### config.mk
export PLATFORM = sky130hd
export DESIGN_NAME = adc_averager
export DESIGN_NICKNAME = d
export VERILOG_FILES = /design/src/rtl/adc_averager.sv
export SDC_FILE = /design/constraint.sdc
export NUM_CORES = 1
export LEC_CHECK = 0
export CAP_MARGIN = 10
export CORE_UTILIZATION = 28
export DETAILED_ROUTE_END_ITERATION = 8
export SYNTH_ARGS = -nofsm -noshare
export SYNTH_HDL_FRONTEND = slang
export SYNTH_SLANG_ARGS = --single-unit
### constraint.sdc
create_clock -name CLK -period 6.53 [get_ports CLK]
set_input_delay 0.653 -clock CLK [delete_from_list [all_inputs] [get_ports CLK]]
set_output_delay 0.653 -clock CLK [all_outputs]
set_load 0.005 [all_outputs]
### src/rtl/adc_averager.sv
// Sliding-window averager for XADC DRP samples: a 2^LOG2_N entry circular buffer with a
// running sum, giving a registered truncated mean once the window has filled.
module adc_averager #(
    parameter int unsigned LOG2_N = 3
) (
    input  logic        CLK,
    input  logic        RST,
    input  logic        DRDY,
    input  logic [15:0] DO,
    input  logic        CLR,
    output logic [11:0] V_AVG,
    output logic        AVG_VALID,
    output logic        WIN_FULL,
    output logic        BUSY,
    output logic        DROP
);

    localparam int unsigned N    = 1 << LOG2_N;
    localparam int unsigned SumW = 12 + LOG2_N;

    localparam logic [LOG2_N-1:0] PtrLast  = LOG2_N'(N - 1);
    localparam logic [LOG2_N:0]   FillLast = (LOG2_N + 1)'(N - 1);

    typedef enum logic [1:0] {
        StFill,
        StRun,
        StClear
    } state_e;

    state_e            state_q, state_d;
    logic [11:0]       sample_buf_q [N];
    logic [LOG2_N-1:0] ptr_q, ptr_d;
    logic [LOG2_N:0]   fill_q, fill_d;
    logic [SumW-1:0]   sum_q, sum_d;
    logic [11:0]       avg_q, avg_d;
    logic              valid_q, valid_d;
    logic              full_q, full_d;
    logic              drop_q, drop_d;

    logic              buf_we;
    logic [11:0]       buf_wdata;
    logic [11:0]       sample;
    logic [SumW-1:0]   sum_next;
    logic [LOG2_N-1:0] ptr_inc;

    // The four LSBs of the DRP word carry no conversion data.
    logic              unused_do_lsb;
    assign unused_do_lsb = ^DO[3:0];

    assign sample = DO[15:4];

    // The outgoing entry is already part of sum_q, so this cannot underflow.
    assign sum_next = sum_q + SumW'(sample) - SumW'(sample_buf_q[ptr_q]);
    assign ptr_inc  = ptr_q + 1'b1;

    always_comb begin
        state_d   = state_q;
        ptr_d     = ptr_q;
        fill_d    = fill_q;
        sum_d     = sum_q;
        avg_d     = avg_q;
        valid_d   = 1'b0;
        full_d    = full_q;
        drop_d    = 1'b0;
        buf_we    = 1'b0;
        buf_wdata = sample;

        if (CLR) begin
            // Clear wins over any sample presented in the same cycle.
            state_d = StClear;
            ptr_d   = '0;
            fill_d  = '0;
            sum_d   = '0;
            avg_d   = '0;
            full_d  = 1'b0;
            drop_d  = DRDY;
        end else begin
            unique case (state_q)
                StClear: begin
                    drop_d    = DRDY;
                    buf_we    = 1'b1;
                    buf_wdata = '0;
                    ptr_d     = ptr_inc;
                    if (ptr_q == PtrLast) begin
                        state_d = StFill;
                    end
                end
                StFill: begin
                    if (DRDY) begin
                        buf_we = 1'b1;
                        sum_d  = sum_next;
                        ptr_d  = ptr_inc;
                        fill_d = fill_q + 1'b1;
                        if (fill_q == FillLast) begin
                            state_d = StRun;
                            full_d  = 1'b1;
                            valid_d = 1'b1;
                            avg_d   = sum_next[SumW-1:LOG2_N];
                        end
                    end
                end
                StRun: begin
                    if (DRDY) begin
                        buf_we  = 1'b1;
                        sum_d   = sum_next;
                        ptr_d   = ptr_inc;
                        valid_d = 1'b1;
                        avg_d   = sum_next[SumW-1:LOG2_N];
                    end
                end
                default: begin
                    state_d = StFill;
                end
            endcase
        end
    end

    always_ff @(posedge CLK or negedge RST) begin
        if (!RST) begin
            state_q <= StFill;
            ptr_q   <= '0;
            fill_q  <= '0;
            sum_q   <= '0;
            avg_q   <= '0;
            valid_q <= 1'b0;
            full_q  <= 1'b0;
            drop_q  <= 1'b0;
        end else begin
            state_q <= state_d;
            ptr_q   <= ptr_d;
            fill_q  <= fill_d;
            sum_q   <= sum_d;
            avg_q   <= avg_d;
            valid_q <= valid_d;
            full_q  <= full_d;
            drop_q  <= drop_d;
        end
    end

    always_ff @(posedge CLK or negedge RST) begin
        if (!RST) begin
            for (int i = 0; i < N; i++) begin
                sample_buf_q[i] <= '0;
            end
        end else if (buf_we) begin
            sample_buf_q[ptr_q] <= buf_wdata;
        end
    end

    assign V_AVG     = avg_q;
    assign AVG_VALID = valid_q;
    assign WIN_FULL  = full_q;
    assign BUSY      = (state_q == StClear);
    assign DROP      = drop_q;

endmodule

# --- Word level (Yosys, flattened, before mapping) ---
# Cells that the tools add are included.
totals:
  wordCells: 88
  inputBits: 20
  ff_bits: 135
  out_inout_bits: 16
classes:
  reduce_logical: 15
  n_mux: 40
  bitwise_logic: 1
  eq_ne: 10
  addsub: 4
  magnitude_cmp: 2
ops:
  columns: ["cell", "count"]
  rows:
  - ["$mux W12", 9]
  - ["$bwmux W96", 1]
  - ["$mux W15", 3]
  - ["$bmux W12 S3", 1]
  - ["$demux W12 S3", 1]
  - ["$pmux W12 S2", 1]
  - ["$add A15 B12 Y15", 1]
  - ["$sub A15 B12 Y15", 1]
  - ["$mux W4", 3]
  - ["$mux W1", 11]
  - ["$ne A3 B3 Y1 const B", 3]
  - ["$mux W2", 4]
  - ["$reduce_and A4 Y1", 2]
  - ["$reduce_bool A2 Y1", 4]
  - ["$mux W3", 2]
  - ["$pmux W2 S3", 1]
  - ["$pmux W3 S2", 1]
  - ["$reduce_and A2 Y1", 3]
  - ["$reduce_bool A3 Y1", 2]
  - ["$add A4 B1 Y4 const B", 1]
  - ["$eq A4 B3 Y1 const B", 1]
  - ["$ge A4 B4 Y1 const B", 1]
  - ["$lt A4 B1 Y1 const B", 1]
  - ["$not A3 Y4", 1]
  - ["other kinds (12)", 13]

# --- Depth between registers and ports, before layout ---
depth:
  depth_word: 9
  ltp_mapped: 16
  ltp_nobuf: 14

# --- Worst setup path after synthesis ---
# OpenSTA, ideal clock, no wires.
synth_timing:
  kind: "flip-flop to flip-flop"
  from: "register ptr_q[1]"
  to: "register sum_q[14]"
  stages_incl_launch_ff: 16
  setup_slack_ps: 2132
  path_buffers: 2
  period_less_slack_ps: 4398
  arrival_time_ps: 4271
  required_time_ps: 6402
  setup_time_ps: 128
  path_cell_list: "dfrtp_1 buf_1 buf_2 mux2i_1 nor2_1 a31oi_1 o221ai_1 fa_1 inv_1 fa_1 a211o_1 a21o_1 o41a_1 o21ai_2 mux2i_1 mux2_1"
synth_between:
  elab_chain_cells: 8
synth_lines:
  columns: ["item", "line_no", "rtl"]
  rows:
  - ["start: declaration", "32", "logic [LOG2_N-1:0] ptr_q, ptr_d;"]
  - ["start signal: assignment", "130", "ptr_q <= ptr_d;"]
  - ["$not A3 Y4 (not written as such)", "53", "assign sum_next = sum_q + SumW'(sample) - SumW'(sample_buf_q[ptr_q]);"]
  - ["$bmux W12 S3", "53", null]
  - ["$mux W12 (not written as such) (2 in series)", "53", null]
  - ["$sub A15 B12 Y15", "53", null]
  - ["$mux W15", "89, 103", null]
  - ["$mux W15", null, null]
  - ["$mux W15", "68", "if (CLR) begin"]
  - ["end signal: assignment", "132", "sum_q <= sum_d;"]
  - ["end: declaration", "34", "logic [SumW-1:0] sum_q, sum_d;"]
# Every way passes these cells. The select of a mux whose other input is x is not followed.
# A chain may end at the register's enable or synchronous reset.

# --- Worst setup path after layout ---
# Ends and elaborated chain as after synthesis.

==> results_dict.tcl <==
set metrics [dict create \
    status "finished clean" \
    antenna_cells 0 \
    endpoint_kind "register" \
    maxCapViolCount 0 \
    finalHoldViolations 0 \
    vias 5230 \
    crit_type "register to register" \
    syn-num-nets 794 \
    synthTopCellsByArea "dfrtp_1 48%, nand2_1 8.5%, o21ai_0 7.4%, mux4_2 4.5%, fa_1 3.4%" \
    synth_area_um2 7002 \
    firstDrtPassIters 7 \
    drc 0 \
    ys_warn_count 0 \
    cts_setup_buffers 0 \
    switching_share_pct 30.88 \
    io_buffers 31 \
    ir_drop_v 0.0001838 \
    skew_ns 0.005060 \
    startpoint_type "register" \
    start_util_pct 28.71 \
    ios 36 \
    setup_slack_ns 1.923 \
    worst_pin_slew_ns 1.025 \
    antenna_found_initial 0 \
    dieArea_um2 25640 \
    grt_pass1_wl_mm 28.04 \
    worstPathArrival_ns 4.91 \
    area_growth_syn_to_layout_pct 17.17 \
    synth_common_cells "158 x nand2_1, 135 x dfrtp_1, 104 x o21ai_0" \
    seqPwrFrac_pct 39.2 \
    r2r-end "sum_q[14]" \
    max-slew-margin-rel_pct 31.46 \
    row_count 57 \
    cts_buffers 17 \
    layout_min_cycle_time_ns 4.607 \
    clock_sink_count 135 \
    avgSynthCellArea_um2 9.411 \
    place_congestion 0.7918 \
    antenna_left 0 \
    power_mw 2.612 \
    synthFlopType "dfrtp_1" \
    endpoint "sum_q[14]" \
    critPathRequiredTime_ns 6.83 \
    p_int_mw 1.805 \
    synth-seq-cells 135 \
    worst-path-max-fanout 28 \
    grt_pass1_vias 5188 \
    fillCellCount 2479 \
    setup_viol_count_final 0 \
    dpl.cell_count 1062 \
    placed_cell_area_um2 7600 \
    drv_slew 0 \
    synth.largest_area_cell "dfrtp_1" \
    finalCritPeriodShare_pct 70.55 \
    cts_tree "done" \
    netlist.area_leader.share_pct 48.25 \
    fin_cells 1094 \
    viasPerCell 4.781 \
    whs_ns 0.2371 \
    drive_above_1_share_pct 8.701 \
    dpl_worst_slack_ns 1.917 \
    die_h_um 160.1 \
    p_leak_nw 3.598 \
    synth-async-reset-ratio_pct 100.0 \
    synthCells 744 \
    timing.rr.start "ptr_q[1]" \
    fmax_mhz 217.1 \
    fin_util_pct 33.64 \
    htreeDepth 4 \
    startpoint "ptr_q[1]" \
    core_area_um2 24390 \
    routed_wl_mm 16.78 \
    rsz0062_at_grt "false" \
    ys_seq_area_share_pct 48.25 \
    p_comb_share_pct 23.0 \
    routedWlPerCell_um 15.34 \
    hold_buffers 0 \
    synth.distinct_cells 52 \
    rrSetupSlack_ns 1.92 \
    hp-class "input pin to async pin" \
    grt_max_degree 71 \
    grt_overflow_total 0 \
    die_w_um 160.1 \
    cts.clk_slew.worst_paths_ns 0.06 \
    cts.repair.resized 0 \
    synth-edff-count 0 \
    stdcell_area_um2 8204 \
    final_nets 807 \
    worstRegToRegCells 13 \
    drtIter0Drc 345 \
    synth.most_common_cell "nand2_1" \
    p_clk_share_pct 37.7 \
    switching_power_uw 806.6 \
    root_buffer "clkbuf_16" \
    dpl.hpwl_mm 10.78 \
    powerDensity_nw_per_um2 318.4 \
    grt.total_usage_pct 14.03 \
    insertion_delay_ns 0.42 \
    cts_buffer_depth 2 \
    tns_ns 0 \
]
[cell families after synthesis]
kind of cell | after synthesis | share of synthesized area, %
AO/OA/AOI/OAI | 193 | 16.10
XOR/XNOR | 10 | 1.251
adder cells (fa/ha/maj) | 30 | 6.648
buffers and inverters | 95 | 5.129
flip-flops | 135 | 48.25
multiplexers | 32 | 7.255
AND/OR/NAND/NOR | 249 | 15.37
[layout by cell type (no fill, tap or decap), types with 4 or more instances in the layout]
cell type and n:
a211oi_1 5, a21o_1 10, a21oi_1 37, a31oi_1 5, buf_4 7, clkbuf_16 17
clkdlybuf4s50_1 29, clkinvlp_4 4, dfrtp_1 134, fa_1 12, ha_1 18, inv_1 51
mux2_2 9, mux2i_1 8, mux4_2 14, nand2_1 158, nand2b_1 5, nand3_1 14
nand3b_1 5, nor2_1 31, nor2b_1 7, nor3_1 8, o21ai_0 104, or3_1 6
xor2_1 7
[per-layer routing]
| metal | track usage, % | vias up | share of wire [%] |
|---|---|---|---|
| li1 | - | 2576 | - |
| met1 | 19.81 | 2549 | 49 |
| met2 | 21.54 | 96 | 46 |
| met3 | 2.935 | 9 | 4.1 |
| met4 | 4.156 | 0 | 0.93 |
| met5 | 0 | - | 0 |
[worst min path at each step]
stage	from	end	cells after the start
2_1_floorplan	RST	AVG_VALID	0
3_3_place_gp	state_q[1]	state_q[0]	1
3_5_place_dp	state_q[1]	state_q[0]	1
4_1_cts	RST	V_AVG[7]	1
5_1_grt	RST	sum_q[14]	1
6_report	RST	sum_q[14]	1
[sequential cells by signal, summed over array words and instances, names as in the netlist]
| signal | count |
|---|---|
| V_AVG | 12 |
| ptr_q | 3 |
| WIN_FULL | 1 |
| AVG_VALID | 1 |
| sum_q | 15 |
| fill_q | 4 |
| state_q | 2 |
| DROP | 1 |
| sample_buf_q | 96 |
[critical path, stage by stage (launching register included)]
cell,delay [ns]
dfrtp_2,0.87
mux2i_1,0.27
nor2_1,0.05
a31oi_1,0.16
o221ai_1,0.20
fa_1,0.53
inv_1,0.07
fa_1,0.51
a211o_1,0.35
a21o_1,0.20
o41a_1,0.47
o21ai_2,0.24
mux2i_1,0.24
mux2_1,0.33
[power by group through the flow]
stage / Combinational, mW / Clock (mW) / Sequential (mW)
after floorplan: 0.464 / 0 / 1.01
after global placement: 0.588 / 0 / 1.03
after detailed placement: 0.601 / 0 / 1.04
after CTS: 0.606 / 1.00 / 1.02
after global routing: 0.686 / 1.04 / 1.04
final: 0.602 / 0.986 / 1.02
[final cells by class]
class / instances / area [um2] / area share, %
sequential: 135 / 3379 / 41.19
multi-input combinational: 514 / 3264 / 39.79
clock buffer: 17 / 425.4 / 5.185
tap: 324 / 405.4 / 4.941
timing repair buffer: 38 / 359.1 / 4.377
inverter: 51 / 191.4 / 2.333
clock inverter: 15 / 178.9 / 2.181
No activity file was read; power rests on OpenSTA's default activity.
==> RTL change: new RTL, config.mk and constraints unchanged <==
`sum_q` no longer has a reset.
--- a/src/rtl/adc_averager.sv
+++ b/src/rtl/adc_averager.sv
@@ -120,7 +120,6 @@
             state_q <= StFill;
             ptr_q   <= '0;
             fill_q  <= '0;
-            sum_q   <= '0;
             avg_q   <= '0;
             valid_q <= 1'b0;
             full_q  <= 1'b0;
@@ -129,12 +128,15 @@
             state_q <= state_d;
             ptr_q   <= ptr_d;
             fill_q  <= fill_d;
-            sum_q   <= sum_d;
             avg_q   <= avg_d;
             valid_q <= valid_d;
             full_q  <= full_d;
             drop_q  <= drop_d;
         end
+    end
+
+    always_ff @(posedge CLK) begin
+        sum_q <= sum_d;
     end
 
     always_ff @(posedge CLK or negedge RST) begin
Check against the original RTL: not equivalent (a bounded check fails within 10 cycles, from zero or initial values and one cycle with RST low).
==> RTL change against the original RTL <==
Power fell by 1.5%. Highest routed layer unchanged. Clock power shrank 2.5%. Cell area shrank 1.3%. Critical path type unchanged. Wire length fell by 7.0%. Critical path depth fell by 1. Sequential share of layout area decreased by 0.41 points. Synthesized cell count fell by 5.4%. Clock skew up 1.5 ps. Sequential cell count unchanged. Final cell count shrank 3.3%. Worst setup slack improved by 15 ps. First-iteration DRC count is 17% higher. Synthesized area fell by 1.4%.
==> RTL change: results (changes against the original RTL) <==
- Largest register FFs: 96 (unchanged)
- Share of cells above drive strength 1: 11.7% (+3.0 points)
- Vias per cell: 4.64 (-3.0%)
- Adder-Cell Fraction of Synth Area: 6.74% (+0.095 points)
- Initial DRC Count: 405 (+17%)
- Routed WL per cell: 14.7 um (-3.9%)
- Vias in the first global route: 4898 (-5.6%)
- First-pass GRT wire length: 25.6 mm (-8.7%)
- GRT Total Usage: 13.0% (-0.98 points)
- Slew headroom: 32.2% (+0.70 points)
- Clk_lat worst skew: around 430 ps
- Worst vdd ir: 193 uV (+4.9%)
- LEAKAGE: 3.49 nW (-3.0%)
- Final nets: 772 (-4.3%)
- Int Power: 1.82 mW (+0.87%)
- Routed length on met2: 7.34 mm (-4.5%)
- M1 wire length: 7.50 mm (-9.1%)
- DP Worst Slack: 1890 ps (-24.3 ps)
- 1st-pass router iterations: 4 (-3)
- Largest net degree at the start of global routing: 79 (+11%)
- Post-synth net total: 754 (-5.0%)
- Xor/xnor cell area share of the yosys netlist: 1.14% (-0.11 points)
- Max-cap viol count: 0 (unchanged)
- Multiplexer area fraction after synthesis: 10.0% (+2.8 points)
- Post-synthesis async set-or-reset flop share: 88.9% (-11 points)
- Final GP Congestion: 0.783 (-1.1%)
- Outcome: complete, no violations
- Initial antenna violation count: 0 (unchanged)
- R2r worst-path depth: 12 (-1)
- Reg2reg start: ptr_q[0]$_DFFE_PN0P_
- HPWL Detailed: 10.1 mm (-6.1%)
- Top sig layer: met4
- Met3 WL: 485 um (-30%)
- Synth top area cells: dfrtp_1 (44%), nand2_1 (7.9%), mux4_2 (7.8%)
- Hold_ws: 246 ps (+8.55 ps)
- Skew final: 6.55 ps (+1.49 ps)
- RR Endpoint: sum_q[14]$_SDFFE_PP0P_
- Cell variety after synth: 53 (+1.9%)
- Crit path max fanout: 14 (-50%)
- Post-synthesis compound-gate area fraction: 14.5% (-1.6 points)
- Top cells by count, synth: nand2_1 (146), dfrtp_1 (120), o21ai_0 (107)
- Seq/Total Area, Yosys: 47.9% (-0.40 points)
[RTL change: changes by cell type in the layout (fill, tap and decap cells not counted), sizes merged, moves of 4 or more]
cell	before	now
a21o	10	6
a21oi	37	31
clkbuf	17	24
clkinv	6	2
dfrtp	135	120
dfxtp	0	15
mux2i	8	0
mux4	14	24
nand2	158	146
nand3	14	9
nor2	31	18
o21ai	106	115
[RTL change: layer usage]
metal	up-vias	GRT usage, %
met5	-	0
li1	2450	-
met2	72	21.2
met3	20	2.74
met4	0	4.94
met1	2364	17.1
[RTL change: worst max-delay path: stages, from the launching register on]
cell	delay, ps
dfrtp_1	920
buf_4	410
mux4_2	530
mux2_2	310
fa_1	480
inv_1	40
ha_1	370
a21oi_1	190
o21ai_1	130
a41o_1	280
or3_1	320
a21oi_2	170
mux2_4	310
[RTL change: final cells by class]
type                    instances  area, um2
well taps                     324        405
clock inverters                 7       92.6
clock buffers                  24        502
fillers                      2509      16100
flip-flops and latches        135       3300
repair buffers                 36        340
inverters                      53        199
multi-input cells             479       3260
[RTL change: cells by family after synthesis]
logic type / count (synthesis)
fa+ha+maj: 30
buf+inv: 90
flops: 135
xor+xnor: 9
compound gates: 176
simple gates: 227
mux: 37
[RTL change: metrics by stage]
stage	std cells	power, mW	util [%]	instance area [um2]
after CTS	1058	2.60	33.4	8100
after global placement	1027	1.61	30.9	7500
after detailed placement	1027	1.62	30.9	7500
final	1058	2.57	33.4	8100
after global routing	1058	2.72	33.4	8100
after floorplan	704	1.47	-	6900
[RTL change: worst max-delay path by stage]
stage | to | slack (ps) | cells past startpoint
finish | sum_q[14]$_SDFFE_PP0P_ | 1940 | 12
global route | sum_q[14]$_SDFFE_PP0P_ | 1590 | 12
CTS | sum_q[14]$_SDFFE_PP0P_ | 1870 | 12
detailed placement | sum_q[14]$_SDFFE_PP0P_ | 1890 | 12
global placement | sum_q[14]$_SDFFE_PP0P_ | 1910 | 12
floorplan | sum_q[14]$_SDFFE_PP0P_ | 2570 | 12
[RTL change: power groups by stage]
stage / clock (mW) / combinational [mW] / sequential (mW)
after CTS: 0.980 / 0.599 / 1.02
after detailed placement: 0 / 0.593 / 1.03
final: 0.961 / 0.595 / 1.02
after global routing: 1.01 / 0.675 / 1.03
after floorplan: 0 / 0.468 / 1.01
after global placement: 0 / 0.583 / 1.03
